**src/rtl/controller_hazard.sv**
```systemverilog
// controller_hazard: X/M/W stage tracking for a 5-stage RISC-V core, producing
// datapath selects, load-use/RAW stalls, branch flushes and forwarding selects.
module controller_hazard #(
    parameter int                DWIDTH = 32,
    parameter bit                FWD_EN = 1'b1,
    parameter logic [DWIDTH-1:0] NOP    = 32'h00000013
) (
    input  logic              clk,
    input  logic              rst_n,
    input  logic [DWIDTH-1:0] inst_d,
    input  logic              valid_d,
    input  logic              BrEq,
    input  logic              BrLT,
    output logic              stall,
    output logic              flush,
    output logic              PCSel,
    output logic [2:0]        ImmSel,
    output logic              BrUn,
    output logic              ASel,
    output logic              BSel,
    output logic [3:0]        ALUSel,
    output logic [1:0]        FwdA,
    output logic [1:0]        FwdB,
    output logic              MemRW,
    output logic [2:0]        Size,
    output logic [1:0]        WBSel,
    output logic              RegWEn
);
    localparam logic [4:0] OP_LOAD   = 5'b00000;
    localparam logic [4:0] OP_IMM    = 5'b00100;
    localparam logic [4:0] OP_AUIPC  = 5'b00101;
    localparam logic [4:0] OP_STORE  = 5'b01000;
    localparam logic [4:0] OP_OP     = 5'b01100;
    localparam logic [4:0] OP_LUI    = 5'b01101;
    localparam logic [4:0] OP_BRANCH = 5'b11000;
    localparam logic [4:0] OP_JALR   = 5'b11001;
    localparam logic [4:0] OP_JAL    = 5'b11011;

    logic [DWIDTH-1:0] x_inst, m_inst, w_inst;
    logic              x_valid, m_valid, w_valid;
    logic [4:0]        d_op, x_op, m_op, w_op;
    logic [4:0]        d_rs1, d_rs2, x_rs1, x_rs2, x_rd, m_rd, w_rd;
    logic [2:0]        x_f3;
    logic              d_r1, d_r2, x_r1, x_r2, x_wr, m_wr, w_wr;
    logic              d_hit_x, d_hit_m, hazard, taken, bubble;
    logic              unused_bits;

    function automatic logic writes_rd(input logic [4:0] op, input logic [4:0] rd, input logic v);
        return v && op != OP_STORE && op != OP_BRANCH && rd != 5'd0;
    endfunction

    function automatic logic reads_rs1(input logic [4:0] op);
        return op != OP_LUI && op != OP_AUIPC && op != OP_JAL;
    endfunction

    function automatic logic reads_rs2(input logic [4:0] op);
        return op == OP_OP || op == OP_STORE || op == OP_BRANCH;
    endfunction

    assign d_op  = inst_d[6:2];
    assign d_rs1 = inst_d[19:15];
    assign d_rs2 = inst_d[24:20];
    assign x_op  = x_inst[6:2];
    assign x_rd  = x_inst[11:7];
    assign x_f3  = x_inst[14:12];
    assign x_rs1 = x_inst[19:15];
    assign x_rs2 = x_inst[24:20];
    assign m_op  = m_inst[6:2];
    assign m_rd  = m_inst[11:7];
    assign w_op  = w_inst[6:2];
    assign w_rd  = w_inst[11:7];
    assign unused_bits = ^{inst_d, x_inst, m_inst, w_inst};

    assign d_r1 = reads_rs1(d_op);
    assign d_r2 = reads_rs2(d_op);
    assign x_r1 = reads_rs1(x_op);
    assign x_r2 = reads_rs2(x_op);
    assign x_wr = writes_rd(x_op, x_rd, x_valid);
    assign m_wr = writes_rd(m_op, m_rd, m_valid);
    assign w_wr = writes_rd(w_op, w_rd, w_valid);

    assign d_hit_x = (d_r1 && d_rs1 == x_rd) || (d_r2 && d_rs2 == x_rd);
    assign d_hit_m = (d_r1 && d_rs1 == m_rd) || (d_r2 && d_rs2 == m_rd);

    // With forwarding only a load in X cannot be bypassed; without it any
    // producer still in X or M blocks decode (W is covered by write-through).
    assign hazard = FWD_EN ? (x_wr && x_op == OP_LOAD && d_hit_x)
                           : ((x_wr && d_hit_x) || (m_wr && d_hit_m));

    always_comb begin
        taken  = x_f3 == 3'b000 ? BrEq : x_f3 == 3'b001 ? !BrEq : x_f3[0] ? !BrLT : BrLT;
        PCSel  = x_valid && ((x_op == OP_BRANCH && taken) || x_op == OP_JAL || x_op == OP_JALR);
        flush  = PCSel;
        stall  = valid_d && hazard && !flush;
        bubble = stall || flush;
    end

    always_comb begin
        ImmSel = x_op == OP_STORE ? 3'b001 :
                 x_op == OP_BRANCH ? 3'b010 :
                 (x_op == OP_LUI || x_op == OP_AUIPC) ? 3'b011 :
                 x_op == OP_JAL ? 3'b100 : 3'b000;
        BrUn   = x_f3[2] & x_f3[1];
        ASel   = x_op == OP_BRANCH || x_op == OP_AUIPC || x_op == OP_JAL;
        BSel   = x_op != OP_OP;
        ALUSel = x_op == OP_OP ? {x_inst[30], x_f3} : x_op == OP_IMM ? {1'b0, x_f3} : 4'b0000;
    end

    // Loads in M have no result yet, so only non-load M producers are bypassed.
    always_comb begin
        FwdA = !(FWD_EN && x_r1) ? 2'b00 :
               (m_wr && m_op != OP_LOAD && m_rd == x_rs1) ? 2'b01 :
               (w_wr && w_rd == x_rs1) ? 2'b10 : 2'b00;
        FwdB = !(FWD_EN && x_r2) ? 2'b00 :
               (m_wr && m_op != OP_LOAD && m_rd == x_rs2) ? 2'b01 :
               (w_wr && w_rd == x_rs2) ? 2'b10 : 2'b00;
    end

    always_comb begin
        MemRW  = m_valid && m_op == OP_STORE;
        Size   = m_inst[14:12];
        WBSel  = w_op == OP_LUI ? 2'b11 :
                 w_op == OP_LOAD ? 2'b00 :
                 (w_op == OP_JAL || w_op == OP_JALR) ? 2'b10 : 2'b01;
        RegWEn = w_wr;
    end

    always_ff @(posedge clk or negedge rst_n) begin
        if (!rst_n) begin
            x_inst  <= NOP;
            m_inst  <= NOP;
            w_inst  <= NOP;
            x_valid <= 1'b0;
            m_valid <= 1'b0;
            w_valid <= 1'b0;
        end else begin
            x_inst  <= bubble ? NOP : inst_d;
            x_valid <= valid_d && !bubble;
            m_inst  <= x_inst;
            m_valid <= x_valid;
            w_inst  <= m_inst;
            w_valid <= m_valid;
        end
    end
endmodule

```
**config.mk**
```make
export PLATFORM = sky130hd
export DESIGN_NAME = controller_hazard
export DESIGN_NICKNAME = d
export VERILOG_FILES = /design/src/rtl/controller_hazard.sv
export SDC_FILE = /design/constraint.sdc
export NUM_CORES = 1
export LEC_CHECK = 0
export CORE_MARGIN = 2
export CORE_UTILIZATION = 40
export CTS_CLUSTER_DIAMETER = 50
export DETAILED_ROUTE_END_ITERATION = 8
export PLACE_DENSITY_LB_ADDON = 0.15
export SLEW_MARGIN = 40
export SYNTH_ARGS = -nofsm -noshare
export SYNTH_HDL_FRONTEND = slang
export SYNTH_SLANG_ARGS = --single-unit
```
**constraint.sdc**
```tcl
create_clock -name clk -period 2.83 [get_ports clk]
set_input_delay 0.566 -clock clk [delete_from_list [all_inputs] [get_ports clk]]
set_output_delay 0.566 -clock clk [all_outputs]
set_load 0.02 [all_outputs]
```
==> results.cfg, run 1 <==
[clocking]
numCtsBuffers = 5
clkTransAtPathRegs_ns = 0.08
post_cts_buffers = 0
cts_tree = yes
ctsHtreeMaxLevel = 2
cts_sinks = 50
clk-insertion-delay-late_ns = 0.29
clock_path_buffers = 2
root_buffer = clkbuf_8

[power]
irDropWorstVdd_mv = 0.199
p_leak_uw = 0.00129
p_per_area_nw_per_um2 = 471

[final_layout]
drive_gt1_share_pct = 18.1
antennaDiodeCount = 0
final_nets = 306
instances_no_fill = 345
fin_util_pct = 54.4
syn_to_final_growth_pct = 33.8
fillers = 536

[floorplan]
die_area_um2 = 6540
die-height_um = 80.9
fp.coreArea_um2 = 5820
rows = 28
start_util_pct = 40.7
ios = 61
die_w_um = 80.9

[sta]
finalHoldViolations = 0
clock_skew_ns = 0.00657
slew_headroom_pct = 59.0
setup_viol = 0
worst_pin_slew_ns = 0.615
fmax_ghz = 0.361
slew_violations = 0
fin_crit_sh_pct = 98.0
layout_setup_ws_ns = 0.0566
period_needed_ns = 2.77
rsz0062_at_grt = yes

[global_routing]
grt_pass1_vias = 1792
grt_pass1_wl_um = 8200
grt_antenna_before_repair = 0
grt_max_degree = 51
grt_usage_pct = 16.7
grt-ovfl-total = 0

[placement]
place_inst = 337
hpwl_um = 3710
dpl_worst_slack_ns = -0.345
place.gp.congestion = 0.762
portBuffers = 52

[critical_path]
timing.rr.start = x_inst[4]$_DFF_PN1_
timing.rr.end = x_inst[20]$_DFF_PN0_
path_max_fanout = 3
cp_cell_sequence = clkdlybuf4s50_1 -> nand2b_1 -> o21ai_0 -> a2111oi_4 -> or2_2 -> clkdlybuf4s15_2
critPathArrivalTime_ns = 2.21
endpoint_kind = primary output
start_kind = primary input
worstPathRequired_ns = 2.26
path_class = primary input to primary output
reg2reg_depth = 5
slowest_stage = clkdlybuf4s50_1
slowest_delay_ns = 0.43
r2r_slack_ns = 0.51

[synthesis]
synthTopCellsByCount = dfrtp_1, xnor2_1, nor4b_1, nand2_1, nor2_1
yosysTopAreaCell = dfrtp_1
yosysMostFrequentCell = dfrtp_1
synth.ff_latch_count = 50
synth.top_cells.by_area = dfrtp_1, xnor2_1, nor4b_1, dfstp_2, xor2_1
synth-async-reset-ratio_pct = 100
synth_enable_flop_cells = 0
syn_nets = 240
synth_area_um2 = 2360
postSynthCellCount = 203
ys_warn_count = 0
ys.flop_type = dfrtp_1
syn_avg_cell_area_um2 = 11.6
ys_types = 45
synth.top_cell.area_share_pct = 49.7
seq_area_frac_synth_pct = 53.1

[drt]
via_count = 1787
dr.pass1.iters = 4
first_iter_violations = 103
postRouteAntennaNets = 0
drcViolationCount = 0
wl_um = 5060
wl_per_cell_um = 14.7
avgViaCountPerCell = 5.18

[min_path]
min_path_type = primary input to async pin

[flow_run]
maxCapViolCount = 0

[outcome]
outcome = complete, no violations
## flip-flops by register name (all words and copies together), names as in the netlist
register and flops:
x_inst 24, m_inst 13, w_inst 10, m_valid 1, w_valid 1, x_valid 1
## per-stage QoR
| step | hold slack, ns | instance area, um^2 | power [uW] | TNS (ns) |
|---|---|---|---|---|
| after global placement | 0.351 | 3040 | 1050 | -1.02 |
| final | 0.351 | 3160 | 1490 | 0 |
| after floorplan | 0.270 | 2360 | 935 | 0 |
| after CTS | 0.368 | 3160 | 1500 | 0 |
| after detailed placement | 0.353 | 3040 | 1060 | -1.08 |
| after global routing | 0.379 | 3160 | 1560 | -0.00236 |
## where the power goes
part	internal, uW	switching (uW)
registers	761	39.4
clock network	224	222
logic	135	108
## critical path: cells and delay by family
family | cells | cell delay, ns
buffers and inverters | 2 | 0.69
AO/OA/AOI/OAI | 2 | 0.50
AND/OR/NAND/NOR | 2 | 0.45
## placed cells by master, fill, tap and decap left out, drive strengths merged, types with 2 or more instances in the layout
cell type / instances
or2: 2
nand4b: 3
dfrtp: 47
or4: 5
a21boi: 2
nor3b: 4
nand2: 11
dlygate4sd2: 4
nand3: 7
buf: 23
nor2b: 2
nor2: 10
and4b: 2
a2111oi: 2
clkbuf: 8
dfstp: 3
and2: 4
or3: 2
nor3: 7
clkdlybuf4s50: 43
xor2: 8
xnor2: 22
nand4: 3
or3b: 2
nor4b: 22
nor4: 2
o21ai: 4
## worst max path at each step
stage / cells after the start / from / slack, ns / end
floorplan: 6 / BrEq / 0.41 / flush
global placement: 6 / valid_d / -0.34 / stall
detailed placement: 5 / BrEq / -0.35 / PCSel
CTS: 5 / BrEq / 0.008 / flush
global route: 6 / valid_d / -0.002 / stall
finish: 6 / inst_d[3] / 0.06 / stall
## routing by layer
metal	share of wire (%)	wire length [um]	global-route usage [%]	vias to the layer above
met5	0	0	0	-
met4	0.85	43	4.58	0
met3	4.4	222	3.89	4
met2	50	2540	28.8	49
met1	44	2240	21.2	875
li1	-	-	-	859
## kinds of logic after synthesis
kind of cell    after synthesis  share of synthesized area (%)
mux                           1                          0.423
compound gates               12                           4.60
simple gates                 95                           26.7
flops                        50                           53.1
buf+inv                      15                           4.07
xor+xnor                     30                           11.1
## layout make-up
| class | instances | area [um^2] | share of cell area [%] |
|---|---|---|---|
| clock buffers | 7 | 96.3 | 3.04 |
| clock inverters | 1 | 8.76 | 0.277 |
| inverters | 1 | 3.75 | 0.119 |
| multi-input cells | 138 | 1040 | 33.0 |
| flip-flops and latches | 50 | 1250 | 39.7 |
| well taps | 75 | 93.8 | 2.97 |
| repair buffers | 73 | 662 | 20.9 |
## what timing repair did
item | 4_1_cts | 5_1_grt
resized for setup | 16 | 5
endpoints found under the setup margin | 7 | 4
hold buffers | 0 | 0
No activity file was read; power rests on OpenSTA's default activity.
==> run 2, diff against run 1 <==
--- a/config.mk
+++ b/config.mk
@@ -10,7 +10,9 @@
 export CTS_CLUSTER_DIAMETER = 50
 export DETAILED_ROUTE_END_ITERATION = 8
 export PLACE_DENSITY_LB_ADDON = 0.15
+export SETUP_SLACK_MARGIN = 0.15
 export SLEW_MARGIN = 40
 export SYNTH_ARGS = -nofsm -noshare
 export SYNTH_HDL_FRONTEND = slang
 export SYNTH_SLANG_ARGS = --single-unit
+export TNS_END_PERCENT = 20
==> results.cfg, run 2 (synthesized netlist as in run 1, its figures left out) <==
[outcome]
outcome = complete, no violations

[clocking]
clkTransAtPathRegs_ns = 0.09
cts_tree = yes
cts_sinks = 50
root_buffer = clkbuf_8
postCtsHoldBufs = 0
numCtsBuffers = 5
clock_path_buffers = 2
ctsHtreeMaxLevel = 2
clk-insertion-delay-late_ns = 0.29

[floorplan]
die-height_um = 80.9
start_util_pct = 40.7
fp.coreArea_um2 = 5820
rows = 28
die_w_um = 80.9
die_area_um2 = 6540
ios = 61

[power]
internal_power_uw = 1120
irDropWorstVdd_mv = 0.200
power.share.sequential_pct = 53.8
pwr-share-comb_pct = 16.3
p_switching_uw = 369
p_leak_uw = 0.00128
p_per_area_nw_per_um2 = 470
switching_share_pct = 24.8
clockPowerShare_pct = 29.9

[min_path]
min_path_type = primary input to async pin

[final_layout]
instances_no_fill = 346
final_cell_mix = dfrtp_1, clkdlybuf4s50_1, buf_4
final_nets = 307
largest_registers = x_inst x24, m_inst x13, w_inst x10
drive_gt1_share_pct = 19.2
largest_register = x_inst
fin_util_pct = 54.5
layout_commonest_cell = dfrtp_1
largest_reg_flops = 24
antennaDiodeCount = 0
syn_to_final_growth_pct = 34.1

[drt]
avgViaCountPerCell = 5.13
first_iter_violations = 125
via_count = 1776
wl_um = 5110
postRouteAntennaNets = 0
drcViolationCount = 0
dr.pass1.iters = 4
wl_per_cell_um = 14.8

[critical_path]
start_kind = primary input
reg2reg_depth = 5
endpoint_kind = primary output
critPathArrivalTime_ns = 2.17
path_max_fanout = 3
path_class = primary input to primary output
worstPathRequired_ns = 2.26

[placement]
hpwl_um = 3710
place_inst = 337
place.gp.congestion = 0.762
portBuffers = 52

[sta]
worst_pin_slew_ns = 0.619
finalHoldViolations = 0
setup_viol = 0
rsz0062_at_grt = yes
fin_crit_sh_pct = 96.7
clock_skew_ns = 0.00693
fmax_ghz = 0.365
slew_violations = 0
period_needed_ns = 2.74
finalSetupTns_ns = 0
slew_headroom_pct = 58.7

[global_routing]
grt_pass1_wl_um = 8210
grt_pass1_vias = 1806
grt-ovfl-total = 0
grt_usage_pct = 16.8
grt_antenna_before_repair = 0
grt_max_degree = 51

[flow_run]
maxCapViolCount = 0
[run 2: timing repair]
action                     4_1_cts  5_1_grt
pin swaps                        0        3
setup buffers                    0        1
resized for setup               22        8
setup endpoints to repair        8       12
[run 2: final cells by class]
class,instances,area (um^2)
clock buffers,7,96.3
clock inverters,1,8.76
fillers,536,2640
inverters,1,3.75
multi-input cells,138,1050
flip-flops and latches,50,1250
well taps,75,93.8
repair buffers,74,664
[run 2: routing by layer]
metal / up-vias / share of wire, % / track usage, % / wire, um
met5: - / 0 / 0 / 0
met4: 0 / 1.0 / 4.58 / 51
met3: 4 / 3.3 / 3.89 / 170
met2: 41 / 50 / 28.9 / 2560
met1: 870 / 46 / 21.1 / 2330
li1: 861 / - / - / -
[run 2: final timing paths]
check,start,endpoint,slack [ns]
worst max-delay path,BrEq,PCSel,0.09
worst min-delay path,rst_n,w_inst[9]$_DFF_PN0_,0.35
worst max register to register,x_inst[4]$_DFF_PN1_,x_inst[4]$_DFF_PN1_,0.53
worst min register to register,m_inst[4]$_DFF_PN1_,w_inst[4]$_DFF_PN1_,0.37
max in group asynchronous,rst_n,x_inst[21]$_DFF_PN0_,2.05
min in group clk,m_inst[4]$_DFF_PN1_,w_inst[4]$_DFF_PN1_,0.37
[run 2: worst max-delay path: stages]
cell and delay (ns):
clkdlybuf4s50_1 0.44, or3b_1 0.39, and4b_1 0.20, or3_4 0.40
clkbuf_2 0.17
[run 2: power groups by stage]
| stage | combinational (uW) | sequential [uW] | clock, uW |
|---|---|---|---|
| after floorplan | 127 | 808 | 0 |
| after detailed placement | 243 | 814 | 0 |
| final | 243 | 801 | 445 |
| after global placement | 242 | 813 | 0 |
| after CTS | 245 | 801 | 460 |
| after global routing | 266 | 808 | 491 |
[run 2: metrics by stage]
step	total power (uW)	hold slack (ns)	setup slack (ns)	instance area (um^2)
global placement	1050	0.351	-0.340	3040
floorplan	935	0.270	0.413	2360
detailed placement	1060	0.353	-0.345	3040
CTS	1510	0.368	0.00280	3170
finish	1490	0.353	0.0927	3170
global route	1570	0.379	0.0549	3170
==> run 3, diff against run 2 <==
--- a/config.mk
+++ b/config.mk
@@ -9,6 +9,7 @@
 export CORE_UTILIZATION = 40
 export CTS_CLUSTER_DIAMETER = 50
 export DETAILED_ROUTE_END_ITERATION = 8
+export HOLD_SLACK_MARGIN = 0.05
 export PLACE_DENSITY_LB_ADDON = 0.15
 export SETUP_SLACK_MARGIN = 0.15
 export SLEW_MARGIN = 40
==> results of run 3 <==
Same layout as run 2: the final DEF is identical, and so are final timing and power.
